===== config.mk =====
export PLATFORM = sky130hd
export DESIGN_NAME = routine_arbiter
export DESIGN_NICKNAME = d
export VERILOG_FILES = /design/src/rtl/routine_arbiter.sv
export SDC_FILE = /design/constraint.sdc
export NUM_CORES = 1
export LEC_CHECK = 0
export CORE_MARGIN = 5
export CORE_UTILIZATION = 38
export CTS_CLUSTER_SIZE = 14
export DETAILED_ROUTE_END_ITERATION = 7
export MAX_ROUTING_LAYER = met4
export PLACE_DENSITY = 0.88
export SKIP_LAST_GASP = 1
export SLEW_MARGIN = 20
export SYNTH_ARGS = -nofsm -noshare
export SYNTH_HDL_FRONTEND = slang
export SYNTH_SLANG_ARGS = --single-unit

===== constraint.sdc =====
create_clock -name Clock -period 3.85 [get_ports Clock]
set_input_delay 0.5775 -clock Clock [delete_from_list [all_inputs] [get_ports Clock]]
set_output_delay 0.5775 -clock Clock [all_outputs]
set_load 0.05 [all_outputs]

===== src/rtl/routine_arbiter.sv =====
// routine_arbiter: selects one of CHANNELS display routines, holds it until it
// finishes and a minimum dwell has passed, then chooses the next one by mode.
// The chosen routine is told to restart through a one-cycle NewChoice pulse.
module routine_arbiter #(
    parameter int CHANNELS  = 4,
    parameter int SEL_W     = 2,
    parameter int DATA_W    = 46,
    parameter int MIN_DWELL = 16,
    parameter int DWELL_W   = 8
) (
    input  logic                            Clock,
    input  logic                            Reset,
    input  logic [1:0]                      Mode,
    input  logic [SEL_W-1:0]                Select,
    input  logic [CHANNELS*(DATA_W+1)-1:0]  Routines,
    output logic                            NewChoice,
    output logic [SEL_W-1:0]                Active,
    output logic [DATA_W-1:0]               Out
);

    typedef enum logic {LAUNCH = 1'b0, RUN = 1'b1} state_t;

    localparam logic [SEL_W-1:0]   LAST_CH = SEL_W'(CHANNELS - 1);
    localparam logic [DWELL_W-1:0] DW_MAX  = DWELL_W'(MIN_DWELL);

    localparam logic [1:0] MODE_RANDOM = 2'b00;
    localparam logic [1:0] MODE_ROBIN  = 2'b01;
    localparam logic [1:0] MODE_FIXED  = 2'b10;

    state_t               state_q, state_d;
    logic [SEL_W-1:0]     active_q, active_d;
    logic [DWELL_W-1:0]   dwell_q, dwell_d;
    logic                 nc_q, nc_d;
    logic [DATA_W-1:0]    out_q, out_d;

    logic [DATA_W-1:0]    sel_data;
    logic                 sel_busy;
    logic [SEL_W-1:0]     cand;
    logic [SEL_W-1:0]     next_rr;
    logic [DWELL_W-1:0]   dwell_inc;

    // Pick out the busy flag and display data of the currently active channel.
    always_comb begin
        sel_data = '0;
        sel_busy = 1'b0;
        for (int i = 0; i < CHANNELS; i++) begin
            if (active_q == SEL_W'(i)) begin
                sel_data = Routines[i*(DATA_W+1) +: DATA_W];
                sel_busy = Routines[i*(DATA_W+1) + DATA_W];
            end
        end
    end

    // Candidate channel (out-of-range requests fall back to channel 0) and
    // the round-robin successor, plus the saturating dwell count.
    always_comb begin
        cand      = (Select > LAST_CH) ? '0 : Select;
        next_rr   = (active_q == LAST_CH) ? '0 : active_q + SEL_W'(1);
        dwell_inc = (dwell_q >= DW_MAX) ? DW_MAX : dwell_q + DWELL_W'(1);
    end

    // Next-state logic: LAUNCH restarts the routine, RUN waits for the dwell
    // to reach its minimum and then applies the mode's switch rule.
    // The decision uses the incremented dwell so pulses are MIN_DWELL+1 apart.
    always_comb begin
        state_d  = state_q;
        active_d = active_q;
        dwell_d  = dwell_q;
        nc_d     = 1'b0;
        out_d    = sel_data;
        case (state_q)
            LAUNCH: begin
                nc_d    = 1'b1;
                dwell_d = '0;
                state_d = RUN;
            end
            default: begin
                dwell_d = dwell_inc;
                if (dwell_inc == DW_MAX) begin
                    case (Mode)
                        MODE_RANDOM: begin
                            if (!sel_busy) begin
                                active_d = cand;
                                state_d  = LAUNCH;
                            end
                        end
                        MODE_ROBIN: begin
                            if (!sel_busy) begin
                                active_d = next_rr;
                                state_d  = LAUNCH;
                            end
                        end
                        MODE_FIXED: begin
                            if (cand != active_q) begin
                                active_d = cand;
                                state_d  = LAUNCH;
                            end
                        end
                        default: ;
                    endcase
                end
            end
        endcase
    end

    // State and output registers; everything returns to channel 0 / LAUNCH on reset.
    always_ff @(posedge Clock or posedge Reset) begin
        if (Reset) begin
            state_q  <= LAUNCH;
            active_q <= '0;
            dwell_q  <= '0;
            nc_q     <= 1'b0;
            out_q    <= '0;
        end else begin
            state_q  <= state_d;
            active_q <= active_d;
            dwell_q  <= dwell_d;
            nc_q     <= nc_d;
            out_q    <= out_d;
        end
    end

    assign NewChoice = nc_q;
    assign Active    = active_q;
    assign Out       = out_q;

endmodule


### Yosys cells after proc, flatten, opt, wreduce, memory -nomap -nowiden

Cells that the tools add are included.

| operators by class | value |
|---|---|
| muxes and demuxes | 22 |
| $lt $le $gt $ge | 2 |
| add/subtract/negate cells | 2 |
| eq/ne operators | 10 |
| reductions and logical operators | 5 |

Operators by type and width:

| operator | number |
|---|---|
| two-way mux 46 bit | 4 |
| two-way mux 8 bit | 2 |
| two-way mux 2 bit | 5 |
| two-way mux 1 bit | 9 |
| adder 8 x 1 -> 8 bit (second input constant) | 1 |
| equality test 8 x 5 -> 1 bit (second input constant) | 1 |
| >= comparator 8 x 5 -> 1 bit (second input constant) | 1 |
| equality test 2 bit (second input constant) | 3 |
| != test 2 bit (second input constant) | 3 |
| one-hot mux 2 bit (3 select lines) | 1 |
| AND reduction 6 bit | 1 |
| equality test 2 x 1 -> 1 bit (second input constant) | 2 |
| logical NOT 2 bit | 2 |
| nonzero test 3 bit | 1 |
| adder 2 x 1 -> 2 bit (second input constant) | 1 |
| greater-than comparator 2 bit (second input constant) | 1 |
| != test 2 bit | 1 |
| one-hot mux 1 bit (2 select lines) | 1 |
| OR reduction 2 bit | 1 |

| storage, ports and cells | value |
|---|---|
| flip-flop bits (word level) | 58 |
| word-level logic and storage cells | 46 |
| output and inout port bits | 49 |
| input bits | 194 |

### Longest topological paths before layout

Gate-level depths: netlist (run 1).

| depth | value |
|---|---|
| word-level depth | 9 |
| gate-level depth with buffers | 8 |
| mapped depth without buffers | 6 |

### Worst setup path before layout (run 1)

No wires, ideal clock.

| path | value |
|---|---|
| path kind | flip-flop to flip-flop |
| start | register active_q[1] (netlist: Active[1]) |
| end | register active_q[0] (netlist: Active[0]) |
| stages on the path, launching flop included | 8 |
| data arrival time | 1,942 ps |
| setup slack | 1,828 ps |
| library setup time | 79 ps |
| cells stage by stage | dfrtp_1 -> inv_1 -> ha_1 -> buf_6 -> a211oi_2 -> o21ai_1 -> a221oi_4 -> mux2i_1 |

| between the ends | value |
|---|---|
| word-level cells in the longest chain between the ends | 7 |
| elaborated cells between the ends (all ways) | 16 |
| classes of those cells | eq/ne (7); mux (7); reduce/logical (2) |

RTL lines:

| element | RTL line | source |
|---|---|---|
| from (decl) | 31 | `logic [SEL_W-1:0] active_q, active_d;` |
| from (signal assigned) | 116 | `active_q <= active_d;` |
| logical NOT 2 bit | 47 | `if (active_q == SEL_W'(i)) begin` |
| two-way mux 1 bit (4 in series) | 47 |  |
| != test 2 bit (no line) | n/a |  |
| AND reduction 6 bit (no line) | n/a |  |

Parallel ways exist; a longest one is shown, timed or not. The select of a mux whose other input is x is not followed.
A chain may end at the register's enable or synchronous reset.

### Worst setup path in the final report (run 1)

| path | value |
|---|---|
| start | register active_q[1] (netlist: Active[1]) |
| end | register out_q[10] (netlist: Out[10]) |

| between the ends | value |
|---|---|
| word-level cells in the longest chain between the ends | 5 |
| elaborated cells between the ends (all ways) | 8 |
| classes of those cells | eq/ne (3); mux (4); reduce/logical (1) |

RTL lines:

| element | RTL line | source |
|---|---|---|
| logical NOT 2 bit | 47 |  |
| two-way mux 46 bit (3 in series) | 47 |  |
| two-way mux 46 bit (*) | 47 |  |
| net out_d[10] | 34 | `logic [DATA_W-1:0] out_q, out_d;` |
| to (signal assigned) | 119 | `out_q <= out_d;` |
| to (decl) | 34 |  |

Mark *: on every way through the listed nets, which the timed path passes. The rest lies on a longest branch.

==> results_dict.tcl, run 1 <==
set metrics [dict create \
    status "complete, no violations" \
    ys_ff_latch 58 \
    first_global_vias 4008 \
    dp_hpwl_um 9660 \
    ys_types 26 \
    muxShareOfSynthArea_pct 1.21 \
    period_minus_slack_ns 2.46 \
    grt_max_degree 56 \
    post_dp_cell_area_um2 5760 \
    hold_class "reg2reg" \
    yosysWarnings 0 \
    fin_nets 836 \
    vdd_ir_drop_max_v 0.000317 \
    clk_pin_slew_worst_paths_ns 0.07 \
    crit_path_max_fanout 49 \
    holdWs_ns 0.503 \
    async_flop_share_pct 100 \
    wl_um 12500 \
    start_util_pct 38.4 \
    postCtsHoldBufs 0 \
    slew_headroom_pct 33.4 \
    synth_area_um2 3320 \
    synth-simple-area-share_pct 22.8 \
    synth_adder_area_share_pct 2.26 \
    n_antenna_cell 0 \
    cts_setup_buffers 0 \
    p_seq_share_pct 21.5 \
    tritoncts "built" \
    synth_top_family_by_area "compound AO/OA/AOI/OAI gates" \
    syn_inst 412 \
    hold_violations 0 \
    via_per_inst 5.17 \
    ant_nets 0 \
    synth-xor-area-share_pct 1.06 \
    slew_violations 0 \
    fin_tns_setup_ns 0 \
    crit_type "reg2reg" \
    drive_gt1_share_pct 4.52 \
    gp_congestion 0.832 \
    grt_overflow 0 \
    clk_latency_ns 0.32 \
    finClkSkew_ns 0.00777 \
    fmax_mhz 407 \
    critPathArrivalTime_ns 2.64 \
    p_int_mw 2.21 \
    synth_common_cells "nand2_1, a21oi_1, dfrtp_1, nand3b_1, o21ai_0" \
    clock-sinks 58 \
    synth_edf_count 0 \
    clkPwrFrac_pct 13.0 \
    die_w_um 103 \
    cp-start-kind "flip-flop" \
    grt_pass1_wl_um 18500 \
    synthToLayoutAreaGrowth_pct 79.7 \
    synth.yosys.seq_area_share_pct 43.7 \
    fillers 659 \
    synth.area.top_cells "dfrtp_1, a21oi_1, nand2_1" \
    yosysTopAreaCell "dfrtp_1" \
    pwr-share-comb_pct 65.5 \
    switching_power_mw 2.16 \
    wl_per_cell_um 16.7 \
    route.vias.total 3873 \
    track_usage_pct 23.0 \
    finalCritPeriodShare_pct 63.8 \
    avgSynthCellArea_um2 8.06 \
    post-route-cell-area_um2 5970 \
    synth_top_area_share_pct 43.7 \
    synth_compound_area_share_pct 23.1 \
    top_level_ports 243 \
    antenna_found_initial 0 \
    cts_buffers 9 \
    fp.dieArea_um2 10700 \
    drv_cap 0 \
    drt_iter0_drc 141 \
    drc 0 \
    power.leakage_nw 2.31 \
    cp.required_ns 4.03 \
    rsz0062_at_grt "false" \
    ctsLongestPathBuffers 2 \
    rows 34 \
    htreeDepth 3 \
    first_pass_iters 4 \
    synth-main-ff-cell "dfrtp_1" \
    yosys.cell_count.top_type "nand2_1" \
    die_h_um 103 \
    powerDensity_nw_per_um2 733 \
    core-area_um2 8640 \
    switching_share_pct 49.5 \
    numPortBuffers 242 \
    tightest_slew_ns 0.999 \
    clock-root-buffer "clkbuf_8" \
    cts-resized-gates 0 \
    end_kind "flip-flop" \
    setup_viol 0 \
]
kinds of logic (layout without fill, tap and decap cells):
logic type                 count (synthesis)  after routing
and+or+nand+nor                          151            151
muxes                                      4              4
AOI/OAI and AO/OA                        145            145
adders and majority gates                  6              6
other                                      1              3
buffers and inverters                     43            270
xor gates and xnor gates                   4              4
DFF                                       58             58
metrics by stage:
stage	cells	util (%)	setup slack (ns)	power (mW)
after floorplan	414	-	1.83	2.90
after detailed placement	733	66.7	1.39	3.82
after global placement	733	66.7	1.53	3.74
after CTS	749	69.1	1.39	4.40
after global routing	749	69.1	1.09	4.65
final	749	69.1	1.39	4.37
critical path: stages, from the launching register on:
cell      delay, ns
dfrtp_1        0.44
inv_1          0.13
ha_2           0.72
buf_4          0.47
nand3b_1       0.16
a21oi_1        0.09
a21oi_1        0.17
o21ai_0        0.09
registers in the layout, indices dropped and copies added, names as in the netlist:
| signal | count |
|---|---|
| Out | 46 |
| dwell_q | 8 |
| Active | 2 |
| NewChoice | 1 |
| state_q | 1 |
per-layer routing:
layer | vias to the layer above | global-route usage (%) | part of all wire, %
met3 | 35 | 7.51 | 12
met5 | - | - | 0
met4 | 0 | 11.0 | 3.1
met2 | 222 | 40.3 | 50
li1 | 1854 | - | -
met1 | 1762 | 23.0 | 34
cells in the final DEF (no fill, tap or decap), drive strengths merged:
master / instances
ha: 6
clkdlybuf4s50: 242
nand2: 94
a211oi: 1
nand3: 2
nor4: 1
xor2: 1
clkbuf: 11
nor2b: 1
nand3b: 46
clkinvlp: 1
a221oi: 2
o21ai: 47
dfrtp: 58
a21oi: 93
xnor2: 3
clkinv: 3
nor2: 5
buf: 4
inv: 8
nand4b: 1
bufinv: 1
and3: 1
conb: 3
o22a: 1
mux2i: 4
a21o: 1
power groups by stage:
stage | Clock (mW) | Combinational (mW) | Sequential, mW
after floorplan | 0 | 1.15 | 1.75
after global placement | 0 | 2.80 | 0.942
after detailed placement | 0 | 2.87 | 0.956
after CTS | 0.584 | 2.87 | 0.944
after global routing | 0.612 | 3.07 | 0.966
final | 0.568 | 2.86 | 0.941
final timing paths:
path,cells past startpoint,slack (ns),to,startpoint
max,7,1.39,Out[10]$_DFF_PP0_,Active[1]$_DFFE_PP0P_
min,1,0.50,NewChoice$_DFF_PP0_,state_q$_DFF_PP0_
max reg2reg,7,1.39,Out[10]$_DFF_PP0_,Active[1]$_DFFE_PP0P_
min reg2reg,1,0.50,NewChoice$_DFF_PP0_,state_q$_DFF_PP0_
max in group asynchronous,3,2.34,Out[39]$_DFF_PP0_,Reset
min in group asynchronous,2,0.66,Out[42]$_DFF_PP0_,Reset
layout make-up:
class	instances	area [um^2]	area share, %
Sequential cell	58	1450	24.3
Multi-Input combinational cell	313	1690	28.4
Timing Repair Buffer	246	2450	41.1
Clock inverter	5	52.6	0.881
Inverter	8	30.0	0.503
Tap cell	108	135	2.27
Clock buffer	11	151	2.54
Power figures use the tool's default switching activity.
==> run 2: changes to the inputs <==
- CORE_UTILIZATION: 38 -> 31
- PLACE_DENSITY: 0.88 -> 0.77
- clock period: 3.85 -> 2.05 ns (I/O delays scaled with it)
==> run 2 against run 1 <==
  * Sequential cell count stayed put
  * Largest cell class unchanged
  * Power increased by 86%
  * Cell count increased by 4.5%
  * Hold slack lost 0.12 ns
==> results_dict.tcl, run 2 (same netlist as run 1, synthesis figures left out) <==
set metrics [dict create \
    setup_viol 0 \
    fp.dieArea_um2 12900 \
    vdd_ir_drop_max_v 0.000840 \
    layout.cells.most_common "clkdlybuf4s50_1" \
    cp.required_ns 1.74 \
    power.leakage_nw 2.33 \
    cp_top_family "buffers and inverters" \
    top_level_ports 243 \
    rows 37 \
    hold_violations 0 \
    fin_tns_setup_ns 0 \
    critPathArrivalTime_ns 1.65 \
    slew_headroom_pct 64.1 \
    cp-start-kind "flip-flop" \
    clock-root-buffer "clkbuf_8" \
    die_h_um 113 \
    finalPower_mw 8.11 \
    cts_setup_buffers 0 \
    clk_pin_slew_worst_paths_ns 0.06 \
    tightest_slew_ns 0.536 \
    max_stage_delay_ns 0.87 \
    drt_iter0_drc 261 \
    drc 0 \
    postCtsHoldBufs 0 \
    ctsLongestPathBuffers 2 \
    crit_type "reg2out" \
    finClkSkew_ns 0.00376 \
    clock-sinks 58 \
    antenna_found_initial 0 \
    fin_cells 783 \
    drive_gt1_share_pct 4.95 \
    clk_latency_ns 0.32 \
    crit_chain "clkdlybuf4s50_1" \
    via_per_inst 4.86 \
    wl_um 12400 \
    cts_buffers 9 \
    htreeDepth 3 \
    grt_pass1_wl_um 19500 \
    fin_nets 842 \
    end_kind "output pin" \
    powerDensity_nw_per_um2 1350 \
    crit_path_max_fanout 5 \
    dp_hpwl_um 9750 \
    fmax_mhz 510 \
    gp_congestion 0.893 \
    die_w_um 113 \
    path_buf_inv 1 \
    synthToLayoutAreaGrowth_pct 81.6 \
    period_minus_slack_ns 1.96 \
    ff2ff_setup_slack_ns 0.22 \
    status "complete, no violations" \
    first_global_vias 4015 \
    grt_overflow 0 \
    tritoncts "built" \
    drv_cap 0 \
    finalCritPeriodShare_pct 95.7 \
    largest_reg_flops 46 \
    core-area_um2 10400 \
    rsz0062_at_grt "false" \
    track_usage_pct 19.5 \
    hold_class "in2async" \
    n_antenna_cell 0 \
    grt_max_degree 56 \
    numPortBuffers 242 \
    start_util_pct 32.0 \
    first_pass_iters 4 \
    cts-resized-gates 0 \
    slowest_stage "clkdlybuf4s50_1" \
    route.vias.total 3805 \
    wl_per_cell_um 15.8 \
    slew_violations 0 \
    ant_nets 0 \
    final_cell_mix "clkdlybuf4s50_1, nand2_1, a21oi_1" \
    dp.cells 767 \
]
run 2: tightest hold or removal path: cells and delay by family:
family                 cells  cell delay, ns
buffers and inverters      3            0.79
run 2: metal layers:
layer	up-vias	global-route usage, %	part of all wire, %
met5	-	-	0
met4	0	5.53	1.3
met3	12	6.05	9.2
met2	189	33.3	50
met1	1739	21.9	39
li1	1865	-	-
run 2: power breakdown:
group	switching, mW	internal [mW]
Combinational	3.45	1.98
Clock	0.424	0.467
Sequential	0.176	1.62
Total	4.05	4.06
run 2: area by class of cell:
cell class | instances | area [um^2]
fill | 936 | 4340
timing repair buffer | 252 | 2510
multi-input combinational | 313 | 1700
sequential | 58 | 1450
tap | 136 | 170
clock buffer | 13 | 149
inverter | 8 | 30.0
clock inverter | 3 | 15.0
run 2: worst paths after layout:
kind | endpoint | from | cells past startpoint
max | Active[1] | Active[1]$_DFFE_PP0P_ | 1
min | Out[38]$_DFF_PP0_ | Reset | 3
max reg2reg | Out[33]$_DFF_PP0_ | Active[1]$_DFFE_PP0P_ | 7
min reg2reg | NewChoice$_DFF_PP0_ | state_q$_DFF_PP0_ | 1
max in group asynchronous | Out[5]$_DFF_PP0_ | Reset | 3
min in group Clock | NewChoice$_DFF_PP0_ | state_q$_DFF_PP0_ | 1
run 2: per-stage QoR:
step,hold WS [ns],instance area (um^2),util [%],setup slack [ns]
CTS,0.380,6030,58.1,0.0657
global route,0.401,6030,58.1,0.00675
floorplan,0.424,3330,-,0.0281
finish,0.379,6030,58.1,0.0879
detailed placement,0.503,5860,56.6,0.249
global placement,0.484,5860,56.6,0.302
